--- src/rtl/pipe_pkg.sv ---
// Shared EX/MEM pipeline types and default core widths.
// Default payload layout plus the bubble helper for the default core.
package pipe_pkg;

   localparam int DEF_XLEN       = 32;
   localparam int DEF_REG_AW     = 5;
   localparam int DEF_SEL_W      = 2;
   localparam int DEF_NUM_MAT_CH = 2;
   localparam int DEF_CNT_W      = 16;

   typedef struct packed {
      logic [DEF_REG_AW-1:0]     rs1;
      logic [DEF_REG_AW-1:0]     rs2;
      logic [DEF_REG_AW-1:0]     rd;
      logic [DEF_XLEN-1:0]       alu_result;
      logic [DEF_XLEN-1:0]       store_data;
      logic                      reg_write;
      logic                      mem_write;
      logic                      mem_read;
      logic [DEF_SEL_W-1:0]      out_sel;
      logic [DEF_NUM_MAT_CH-1:0] mat_en;
   } ex_mem_payload_t;

   // Turn a beat into a bubble: side-effecting controls off, data kept.
   function automatic ex_mem_payload_t payload_bubble(
      input ex_mem_payload_t p
   );
      ex_mem_payload_t b;
      b           = p;
      b.reg_write = 1'b0;
      b.mem_write = 1'b0;
      b.mem_read  = 1'b0;
      b.mat_en    = '0;
      return b;
   endfunction

endpackage

--- src/rtl/pipe_skid_reg.sv ---
// Generic W-bit two-entry skid register with valid/ready and flush.
// in_ready depends only on registered state (no out_ready path).
module pipe_skid_reg #(
   parameter int W = 8
) (
   input  logic         clk,
   input  logic         rst_i,
   input  logic         flush_i,
   input  logic         in_valid_i,
   output logic         in_ready_o,
   input  logic [W-1:0] in_data_i,
   output logic         out_valid_o,
   input  logic         out_ready_i,
   output logic [W-1:0] out_data_o
);

   logic         main_vld_q, main_vld_d;
   logic         skid_vld_q, skid_vld_d;
   logic [W-1:0] main_q, main_d;
   logic [W-1:0] skid_q, skid_d;
   logic         accept;

   assign in_ready_o  = ~skid_vld_q;
   assign accept      = in_valid_i & in_ready_o;
   assign out_valid_o = main_vld_q;
   assign out_data_o  = main_q;

   // Next-state: EMPTY / ONE / TWO occupancy with flush taking priority.
   always_comb begin
      main_vld_d = main_vld_q;
      skid_vld_d = skid_vld_q;
      main_d     = main_q;
      skid_d     = skid_q;
      if (flush_i) begin
         main_vld_d = 1'b0;
         skid_vld_d = 1'b0;
      end else if (!main_vld_q) begin
         if (accept) begin
            main_d     = in_data_i;
            main_vld_d = 1'b1;
         end
      end else if (!skid_vld_q) begin
         if (out_ready_i) begin
            if (accept) main_d = in_data_i;
            else        main_vld_d = 1'b0;
         end else if (accept) begin
            skid_d     = in_data_i;
            skid_vld_d = 1'b1;
         end
      end else if (out_ready_i) begin
         main_d     = skid_q;
         skid_vld_d = 1'b0;
      end
   end

   // Occupancy and data registers, cleared asynchronously.
   always_ff @(posedge clk or posedge rst_i) begin
      if (rst_i) begin
         main_vld_q <= 1'b0;
         skid_vld_q <= 1'b0;
         main_q     <= '0;
         skid_q     <= '0;
      end else begin
         main_vld_q <= main_vld_d;
         skid_vld_q <= skid_vld_d;
         main_q     <= main_d;
         skid_q     <= skid_d;
      end
   end

endmodule

--- src/rtl/ex_mem_pipe_reg.sv ---
// EX/MEM stage register: skid-buffered handshake, flush,
// bubble masking of controls and a saturating stall counter.
module ex_mem_pipe_reg
   import pipe_pkg::*;
#(
   parameter int XLEN       = DEF_XLEN,
   parameter int REG_AW     = DEF_REG_AW,
   parameter int SEL_W      = DEF_SEL_W,
   parameter int NUM_MAT_CH = DEF_NUM_MAT_CH,
   parameter int CNT_W      = DEF_CNT_W
) (
   input  logic                  clk,
   input  logic                  reset,
   input  logic                  flush,
   input  logic                  in_valid,
   output logic                  in_ready,
   input  logic [REG_AW-1:0]     in_rs1,
   input  logic [REG_AW-1:0]     in_rs2,
   input  logic [REG_AW-1:0]     in_rd,
   input  logic [XLEN-1:0]       in_alu_result,
   input  logic [XLEN-1:0]       in_store_data,
   input  logic                  in_reg_write,
   input  logic                  in_mem_write,
   input  logic                  in_mem_read,
   input  logic [SEL_W-1:0]      in_out_sel,
   input  logic [NUM_MAT_CH-1:0] in_mat_en,
   output logic                  out_valid,
   input  logic                  out_ready,
   output logic [REG_AW-1:0]     out_rs1,
   output logic [REG_AW-1:0]     out_rs2,
   output logic [REG_AW-1:0]     out_rd,
   output logic [XLEN-1:0]       out_alu_result,
   output logic [XLEN-1:0]       out_store_data,
   output logic                  out_reg_write,
   output logic                  out_mem_write,
   output logic                  out_mem_read,
   output logic [SEL_W-1:0]      out_out_sel,
   output logic [NUM_MAT_CH-1:0] out_mat_en,
   input  logic                  stall_cnt_clr,
   output logic [CNT_W-1:0]      stall_cnt
);

   typedef struct packed {
      logic [REG_AW-1:0]     rs1;
      logic [REG_AW-1:0]     rs2;
      logic [REG_AW-1:0]     rd;
      logic [XLEN-1:0]       alu_result;
      logic [XLEN-1:0]       store_data;
      logic                  reg_write;
      logic                  mem_write;
      logic                  mem_read;
      logic [SEL_W-1:0]      out_sel;
      logic [NUM_MAT_CH-1:0] mat_en;
   } pay_t;

   localparam int PW = $bits(pay_t);
   localparam logic [CNT_W-1:0] CNT_MAX = '1;

   pay_t             in_pay;
   pay_t             out_pay;
   logic [PW-1:0]    out_bits;
   logic             stall;
   logic [CNT_W-1:0] cnt_q, cnt_d;

   assign in_pay = '{
      rs1:        in_rs1,
      rs2:        in_rs2,
      rd:         in_rd,
      alu_result: in_alu_result,
      store_data: in_store_data,
      reg_write:  in_reg_write,
      mem_write:  in_mem_write,
      mem_read:   in_mem_read,
      out_sel:    in_out_sel,
      mat_en:     in_mat_en
   };

   pipe_skid_reg #(
      .W (PW)
   ) u_skid (
      .clk         (clk),
      .rst_i       (reset),
      .flush_i     (flush),
      .in_valid_i  (in_valid),
      .in_ready_o  (in_ready),
      .in_data_i   (in_pay),
      .out_valid_o (out_valid),
      .out_ready_i (out_ready),
      .out_data_o  (out_bits)
   );

   assign out_pay = pay_t'(out_bits);

   assign out_rs1        = out_pay.rs1;
   assign out_rs2        = out_pay.rs2;
   assign out_rd         = out_pay.rd;
   assign out_alu_result = out_pay.alu_result;
   assign out_store_data = out_pay.store_data;
   assign out_out_sel    = out_pay.out_sel;
   assign out_reg_write  = out_pay.reg_write & out_valid;
   assign out_mem_write  = out_pay.mem_write & out_valid;
   assign out_mem_read   = out_pay.mem_read & out_valid;
   assign out_mat_en     = out_pay.mat_en & {NUM_MAT_CH{out_valid}};

   assign stall     = out_valid & ~out_ready;
   assign stall_cnt = cnt_q;

   // Stall counter next-state: clear wins, then saturating increment.
   always_comb begin
      cnt_d = cnt_q;
      if (stall_cnt_clr) begin
         cnt_d = '0;
      end else if (stall && cnt_q != CNT_MAX) begin
         cnt_d = cnt_q + 1'b1;
      end
   end

   // Stall counter register; flush deliberately leaves it alone.
   always_ff @(posedge clk or posedge reset) begin
      if (reset) cnt_q <= '0;
      else       cnt_q <= cnt_d;
   end

endmodule

--- config.mk ---
export PLATFORM = sky130hd
export DESIGN_NAME = ex_mem_pipe_reg
export DESIGN_NICKNAME = d
export VERILOG_FILES = /design/src/rtl/pipe_pkg.sv /design/src/rtl/pipe_skid_reg.sv /design/src/rtl/ex_mem_pipe_reg.sv
export SDC_FILE = /design/constraint.sdc
export NUM_CORES = 1
export LEC_CHECK = 0
export ABC_CLOCK_PERIOD_IN_PS = 5700
export BUFFER_PORTS_ARGS = -buffer_cell sky130_fd_sc_hd__buf_2
export CAP_MARGIN = 10
export CORE_MARGIN = 2
export CORE_UTILIZATION = 50
export CTS_BUF_LIST = sky130_fd_sc_hd__clkbuf_4 sky130_fd_sc_hd__clkbuf_8
export DETAILED_ROUTE_END_ITERATION = 7
export MAX_ROUTING_LAYER = met4
export PLACE_DENSITY = 0.78
export SLEW_MARGIN = 20
export SYNTH_ARGS = -nofsm -noshare
export SYNTH_HDL_FRONTEND = slang
export SYNTH_SLANG_ARGS = --single-unit
--- constraint.sdc ---
create_clock -name clk -period 5.7 [get_ports clk]
set_clock_uncertainty 0.2 [all_clocks]
set_input_delay 0.285 -clock clk [delete_from_list [all_inputs] [get_ports clk]]
set_output_delay 0.285 -clock clk [all_outputs]
set_load 0.1 [all_outputs]
==> impl_metrics.ini, run 1 <==
[sta]
period_share = 0.5168
setup_viol = 0
whs_ns = 0.3133
fmax_mhz = 339.5
tightest_slew_ns = 1.003
grt_setup_unrepaired = false
relSlewSlack = 0.3311
hold_viol = 0
slew_violations = 0
min_period_ns = 2.946
finalSetupTns_ns = 0

[cells_and_area]
finalNetCount = 957
syn_to_final_growth_pct = 22.21
fillCellCount = 1271
post-route-util = 0.6246
drive_gt1_frac = 0.3801
postLayoutCellArea_mm2 = 0.01032
num_antenna_cells = 0

[hold_path]
hold_path_depth = 1
min_from = u_skid.skid_q[5]
min_path_type = reg -> reg
min_to = u_skid.skid_q[5]

[cts]
insertion_delay_ns = 0.46
cts_buffers = 17
cts_tree = yes
clkTransAtPathRegs_ns = 0.09
clockBufferDepth = 2
cts_root_buf = clkbuf_8
cts_htree_levels = 4
clkSinkCount = 190

[synthesis]
yosys.area.top_type = dfrtp_1
synthesis.area_mm2 = 0.008446
async_flop_share = 1.000
netlist.area_leader.share = 0.5630
yosys_most_used_dff = dfrtp_1
synth_cells = 681
synthTopCellsByCount = dfrtp_1, a2bb2oi_1, mux2_2, o22ai_1, buf_4
ys_types = 41
avgSynthCellArea_um2 = 12.40
yosys-top-cells-area = dfrtp_1, mux2_2, a2bb2oi_1
ys_warn_count = 0
synth_seq_cells = 190
ys_seq_area_frac = 0.5630
synth_most_common_cell = dfrtp_1
synth_edf_count = 0
syn_nets = 774

[drt]
drt-vias-per-instance = 5.786
drt-total-wl_um = 20220
drt_iter0_drc = 488
drtPass1Iterations = 4
route.detailed.drc = 0
routedWlPerCell_um = 18.45
vias = 6342
ant_nets = 0

[floorplan]
fp.dieW_um = 134.0
coreArea_mm2 = 0.01652
rows = 47
initial_core_util = 0.5111
die_area_mm2 = 0.01795
num_io_pins = 196
die_h_um = 134.0

[worst_setup_path]
worstSetupPathType = reg -> reg
rr_startpoint = u_skid.skid_vld_q
end_kind = flip-flop
cp-startpoint = u_skid.skid_vld_q
rr_endpoint = u_skid.skid_q[30]
required_ns = 5.84
path_max_fanout = 50
arrival_ns = 3.09
r2r_slack_ns = 2.75
startpoint_type = flip-flop
r2r_cells = 6

[outcome]
status = finished clean

[place]
postPlaceCellArea_mm2 = 0.008997
io_buffers = 195
dp_hpwl_um = 11710
gp_congestion = 0.8280

[global_route]
first_global_vias = 6254
grt_pass1_wl_um = 32440
grt.overflow.total = 0
antenna_found_initial = 0
grt_usage = 0.2342
grt_start_max_net_pins = 131

[power]
power_mw = 4.227
p_leak_nw = 4.574
p_per_area_mw_per_mm2 = 409.5
ir_worst_vdd_mv = 0.3049

[run]
cap_violations = 0
[state kept, by name (all words and copies together) (netlist names)]
signal	flops
u_skid.skid_q	86
stall_cnt	16
u_skid.skid_vld_q	1
u_skid.out_data_o	86
u_skid.out_valid_o	1
[power by group]
group	internal (mW)	leakage (nW)	switching [mW]	total, mW
clock network	0.400	0.191	0.482	0.882
registers	1.64	2.25	0.166	1.80
logic	0.412	2.13	1.13	1.54
[repair_timing]
action | in CTS | in global routing
setup endpoints to repair | 0 | 0
hold buffers | 91 | 0
resized for setup | 0 | 0
buffers inserted | 0 | 0
hold endpoints to repair | 313 | 0
[placed cells by master, fill, tap and decap left out, drive strengths merged, types with 3 or more instances in the layout]
cell type and instances:
nor2 4, or4 3, dfrtp 190, clkbuf 18
or3 9, buf 203, nand2b 3, nand3 6
and2 6, inv 9, nand4 6, dlygate4sd3 91
clkinv 5, o22ai 86, a21oi 15, nor3 6
a2bb2oi 86, nand2 9, clkinvlp 3, mux2 86
o21ai 9
[area by class of cell]
type | count | area [um2] | share of cell area
sequential | 190 | 4755 | 0.4607
multi-input combinational | 355 | 2897 | 0.2806
inverter | 6 | 30.03 | 0.002909
timing repair buffer | 294 | 1979 | 0.1918
tap | 220 | 275.3 | 0.02667
clock buffer | 18 | 247.7 | 0.02400
clock inverter | 13 | 137.6 | 0.01334
[cells by family after synthesis]
logic type | count (synthesis) | synth area share
AND/OR/NAND/NOR | 61 | 0.04400
flip-flops | 190 | 0.5630
multiplexers | 87 | 0.1159
adder cells (fa/ha/maj) | 1 | 0.001481
XOR/XNOR | 1 | 0.001037
AO/OA/AOI/OAI | 205 | 0.1760
buffers and inverters | 136 | 0.09867
[worst max path at each step]
stage	endpoint
2_1_floorplan	stall_cnt[0]
6_report	u_skid.skid_q[30]
3_3_place_gp	u_skid.out_data_o[71]
3_5_place_dp	u_skid.out_data_o[47]
5_1_grt	u_skid.skid_q[30]
4_1_cts	u_skid.out_data_o[47]
[critical path, cell delays in order, from the launching register on]
cell and delay (ns):
dfrtp_1 0.44, inv_1 0.14, nand2_4 0.31, buf_4 0.42, nor3_2 0.25, buf_4 0.54
mux2_2 0.41
[routing by layer]
| metal | vias up | track usage | share of wire |
|---|---|---|---|
| li1 | 2859 | - | - |
| met1 | 3204 | 0.3040 | 0.43 |
| met2 | 227 | 0.3652 | 0.50 |
| met3 | 52 | 0.04535 | 0.048 |
| met4 | 0 | 0.09338 | 0.027 |
| met5 | - | - | 0 |
[metrics by stage]
step	setup slack [ns]	std cells
2_1_floorplan	0.04451	681
3_3_place_gp	2.607	973
3_5_place_dp	2.547	973
4_1_cts	2.520	1095
5_1_grt	2.642	1096
6_report	2.754	1096
Power figures use the tool's default switching activity.
==> run 2, diff against run 1 <==
--- a/config.mk
+++ b/config.mk
@@ -5,7 +5,7 @@
 export SDC_FILE = /design/constraint.sdc
 export NUM_CORES = 1
 export LEC_CHECK = 0
-export ABC_CLOCK_PERIOD_IN_PS = 5700
+export ABC_CLOCK_PERIOD_IN_PS = 2640
 export BUFFER_PORTS_ARGS = -buffer_cell sky130_fd_sc_hd__buf_2
 export CAP_MARGIN = 10
 export CORE_MARGIN = 2
==> constraint.sdc (replaced) <==
create_clock -name clk -period 2.64 [get_ports clk]
set_clock_uncertainty 0.2 [all_clocks]
set_input_delay 0.132 -clock clk [delete_from_list [all_inputs] [get_ports clk]]
set_output_delay 0.132 -clock clk [all_outputs]
set_load 0.1 [all_outputs]
==> impl_metrics.ini, run 2 (same netlist as run 1, synthesis figures left out) <==
[floorplan]
die_h_um = 134.0
initial_core_util = 0.5111
num_io_pins = 196
coreArea_mm2 = 0.01652
rows = 47
fp.dieW_um = 134.0
die_area_mm2 = 0.01795

[cells_and_area]
post-route-util = 0.6326
syn_to_final_growth_pct = 23.78
layout_commonest_cell = buf_2
drive_gt1_frac = 0.3892
layout_common_cells = buf_2, dfrtp_1, dlygate4sd3_1
num_antenna_cells = 0
finalNetCount = 971
fillCellCount = 1237

[global_route]
antenna_found_initial = 0
grt_usage = 0.2426
grt_pass1_wl_um = 33720
first_global_vias = 6629
grt_start_max_net_pins = 48
grt.overflow.total = 0

[power]
ir_worst_vdd_mv = 0.5809
power_mw = 9.055
p_leak_nw = 4.644
p_per_area_mw_per_mm2 = 866.2

[sta]
fmax_mhz = 444.4
hold_viol = 0
slew_violations = 0
whs_ns = 0.1758
period_share = 0.8524
setup_viol = 0
relSlewSlack = 0.3125
min_period_ns = 2.250
grt_setup_unrepaired = false
tightest_slew_ns = 1.030
fin_ws_ns = 0.3897
finalSetupTns_ns = 0

[worst_setup_path]
worstSetupPathType = reg -> reg
r2r_slack_ns = 0.39
rr_startpoint = u_skid.out_valid_o
arrival_ns = 2.43
startpoint_type = flip-flop
rr_endpoint = u_skid.out_data_o[65]
r2r_cells = 5
required_ns = 2.82
end_kind = flip-flop
path_max_fanout = 46

[cts]
post_cts_buffers = 0
cts_htree_levels = 4
cts_tree = yes
insertion_delay_ns = 0.46
cts_buffers = 17
cts_root_buf = clkbuf_8
clkTransAtPathRegs_ns = 0.09
clockBufferDepth = 2
clkSinkCount = 190

[drt]
route.detailed.drc = 0
routedWlPerCell_um = 18.76
drt-vias-per-instance = 5.757
vias = 6384
drt-total-wl_um = 20800
drtPass1Iterations = 4
ant_nets = 0
drt_iter0_drc = 388

[run]
cap_violations = 0

[place]
dp_hpwl_um = 12240
gp_congestion = 0.7870
pre_cts_ws_ns = 0.1251
io_buffers = 195

[hold_path]
min_path_type = in -> async

[outcome]
status = finished clean
-- run 2: changes by cell type in the layout (fill, tap and decap cells not counted), moves of 2 or more --
cell and delta:
clkinv_2 -2, buf_12 +6, clkbuf_4 +6, inv_6 -3, buf_4 +7
-- run 2: cell type report --
cell class | count | area (um2) | share of cell area
Timing Repair Buffer | 307 | 2135 | 0.2042
Clock buffer | 24 | 292.8 | 0.02801
Multi-Input combinational cell | 356 | 2903 | 0.2777
Clock inverter | 6 | 63.81 | 0.006104
Sequential cell | 190 | 4755 | 0.4548
Tap cell | 220 | 275.3 | 0.02633
Inverter | 6 | 30.03 | 0.002873
-- run 2: worst max-delay path by stage --
stage / end / depth (start not counted) / from
after floorplan: stall_cnt[0] / 1 / reset
after global placement: u_skid.out_data_o[28] / 5 / u_skid.out_valid_o
after detailed placement: u_skid.out_data_o[55] / 5 / u_skid.out_valid_o
after CTS: u_skid.out_data_o[44] / 5 / u_skid.out_valid_o
after global routing: u_skid.out_data_o[42] / 5 / u_skid.out_valid_o
final: u_skid.out_data_o[65] / 5 / u_skid.out_valid_o
-- run 2: per-stage QoR --
| step | instance area [um2] | instances |
|---|---|---|
| global route | 10450 | 1109 |
| detailed placement | 9170 | 986 |
| floorplan | 8453 | 681 |
| CTS | 10450 | 1108 |
| finish | 10450 | 1109 |
| global placement | 9170 | 986 |
-- run 2: critical path, stage by stage (launching register included) --
cell and delay (ns):
dfrtp_1 0.38, nor2b_1 0.20, nor2_4 0.53, a21boi_4 0.34, buf_12 0.27, a2bb2oi_1 0.22
-- run 2: what timing repair did --
item,4_1_cts,5_1_grt
gates resized for setup,0,0
hold buffers,92,0
endpoints found under the setup margin,0,8
endpoints found under the hold margin,217,0
-- run 2: where the power goes --
group | internal (mW) | switching, mW | leakage [nW]
registers | 3.53 | 0.349 | 2.25
logic | 0.905 | 2.47 | 2.21
clock network | 0.823 | 0.979 | 0.183
-- run 2: metal layers --
metal | wire (um) | vias to the layer above | part of all wire | track usage
li1 | - | 2891 | - | -
met1 | 9136 | 3242 | 0.44 | 0.3084
met2 | 10310 | 211 | 0.50 | 0.3915
met3 | 868 | 40 | 0.042 | 0.04913
met4 | 490 | 0 | 0.024 | 0.08215
met5 | 0 | - | 0 | -
==> run 3, diff against run 2 <==
--- a/config.mk
+++ b/config.mk
@@ -5,10 +5,9 @@
 export SDC_FILE = /design/constraint.sdc
 export NUM_CORES = 1
 export LEC_CHECK = 0
-export ABC_CLOCK_PERIOD_IN_PS = 2640
+export ABC_CLOCK_PERIOD_IN_PS = 2000
 export BUFFER_PORTS_ARGS = -buffer_cell sky130_fd_sc_hd__buf_2
 export CAP_MARGIN = 10
-export CORE_MARGIN = 2
 export CORE_UTILIZATION = 50
 export CTS_BUF_LIST = sky130_fd_sc_hd__clkbuf_4 sky130_fd_sc_hd__clkbuf_8
 export DETAILED_ROUTE_END_ITERATION = 7
==> constraint.sdc (replaced) <==
create_clock -name clk -period 2 [get_ports clk]
set_clock_uncertainty 0.2 [all_clocks]
set_input_delay 0.1 -clock clk [delete_from_list [all_inputs] [get_ports clk]]
set_output_delay 0.1 -clock clk [all_outputs]
set_load 0.1 [all_outputs]
==> impl_metrics.ini, run 3 (same netlist as run 1, synthesis figures left out) <==
[worst_setup_path]
arrival_ns = 2.13
startpoint_type = flip-flop
end_kind = flip-flop
rr_startpoint = stall_cnt[10]
cp-startpoint = stall_cnt[10]
path_max_fanout = 5
r2r_slack_ns = 0.07
required_ns = 2.19
worstSetupPathType = reg -> reg

[sta]
hold_viol = 0
tightest_slew_ns = 0.5217
setup_viol = 0
finalSetupTns_ns = 0
min_period_ns = 1.934
relSlewSlack = 0.6546
slew_violations = 0
period_share = 0.9670
fmax_mhz = 517.1
whs_ns = 0.05343

[hold_path]
min_path_type = in -> reg
min_from = in_valid

[global_route]
grt_usage = 0.2520
grt.overflow.total = 0
antenna_found_initial = 0
grt_pass1_wl_um = 33880
grt_start_max_net_pins = 87
first_global_vias = 6672

[cells_and_area]
num_antenna_cells = 0
finalNetCount = 986
fin_cells = 1126
layout_commonest_cell = buf_2
layout_common_cells = buf_2, dfrtp_1, dlygate4sd3_1
syn_to_final_growth_pct = 26.93
drive_gt1_frac = 0.4095

[floorplan]
coreArea_mm2 = 0.01652
initial_core_util = 0.5111
num_io_pins = 196
fp.dieW_um = 132.0
die_h_um = 132.0
rows = 47
die_area_mm2 = 0.01741

[place]
dp_hpwl_um = 11850
gp_congestion = 0.8881
io_buffers = 195
placed_cells = 1001

[power]
p_per_area_mw_per_mm2 = 1134
p_leak_nw = 4.762
ir_worst_vdd_mv = 0.9516

[drt]
drt-vias-per-instance = 5.701
drt-total-wl_um = 20880
route.detailed.drc = 0
vias = 6419
drtPass1Iterations = 4
drt_iter0_drc = 400
ant_nets = 0
routedWlPerCell_um = 18.54

[cts]
insertion_delay_ns = 0.46
cts_htree_levels = 4
cts_root_buf = clkbuf_8
clockBufferDepth = 2
cts_tree = yes
clkSinkCount = 190
cts_buffers = 17
clkTransAtPathRegs_ns = 0.10

[outcome]
status = finished clean

[run]
cap_violations = 0
-- run 3: repair_timing --
action                                  CTS  global route
hold buffers                             92             0
endpoints found under the hold margin   380             0
resized for setup                         0             9
buffers inserted                          0             1
endpoints found under the setup margin    0             9
-- run 3: metal layers --
layer	wire [um]	track usage
met4	493	0.1072
met5	0	-
met3	906	0.04114
met2	10260	0.4024
met1	9213	0.3193
-- run 3: worst max-delay path, stage by stage, from the launching register on --
cell and delay (ns):
dfrtp_2 0.43, nand4_4 0.11, or4_4 0.56, or4_1 0.43, a21oi_2 0.14
-- run 3: cell type report --
cell class	instances	area (um2)
clock inverters	14	152.6
repair buffers	323	2330
inverters	6	30.03
multi-input cells	355	2927
well taps	220	275.3
fillers	1218	5804
clock buffers	18	247.7
flip-flops and latches	190	4758
-- run 3: path summary, 6_finish.rpt --
check | endpoint | cells after the start
max | stall_cnt[15] | 4
min | u_skid.out_valid_o | 4
max reg2reg | stall_cnt[15] | 4
min reg2reg | u_skid.skid_q[73] | 1
max in group asynchronous | u_skid.out_data_o[58] | 5
min in group asynchronous | u_skid.out_data_o[31] | 4
-- run 3: stage by stage --
| step | utilization | total power [mW] | area, um2 | setup WS [ns] |
|---|---|---|---|---|
| final | 0.6487 | 12.16 | 10720 | 0.06598 |
| after global routing | 0.6487 | 12.61 | 10720 | -0.01231 |
| after CTS | 0.6462 | 12.16 | 10680 | 0.04082 |
| after detailed placement | 0.5663 | 9.467 | 9358 | 0.04911 |
| after global placement | 0.5663 | 9.379 | 9358 | 0.09707 |
| after floorplan | - | 9.137 | 8453 | -0.7485 |
-- run 3: report_power, final --
part | switching (mW) | internal (mW) | leakage (nW) | total [mW]
combinational | 3.26 | 1.21 | 2.32 | 4.47
sequential | 0.451 | 4.66 | 2.25 | 5.11
clock | 1.50 | 1.07 | 0.199 | 2.57
total | 5.21 | 6.94 | 4.76 | 12.2
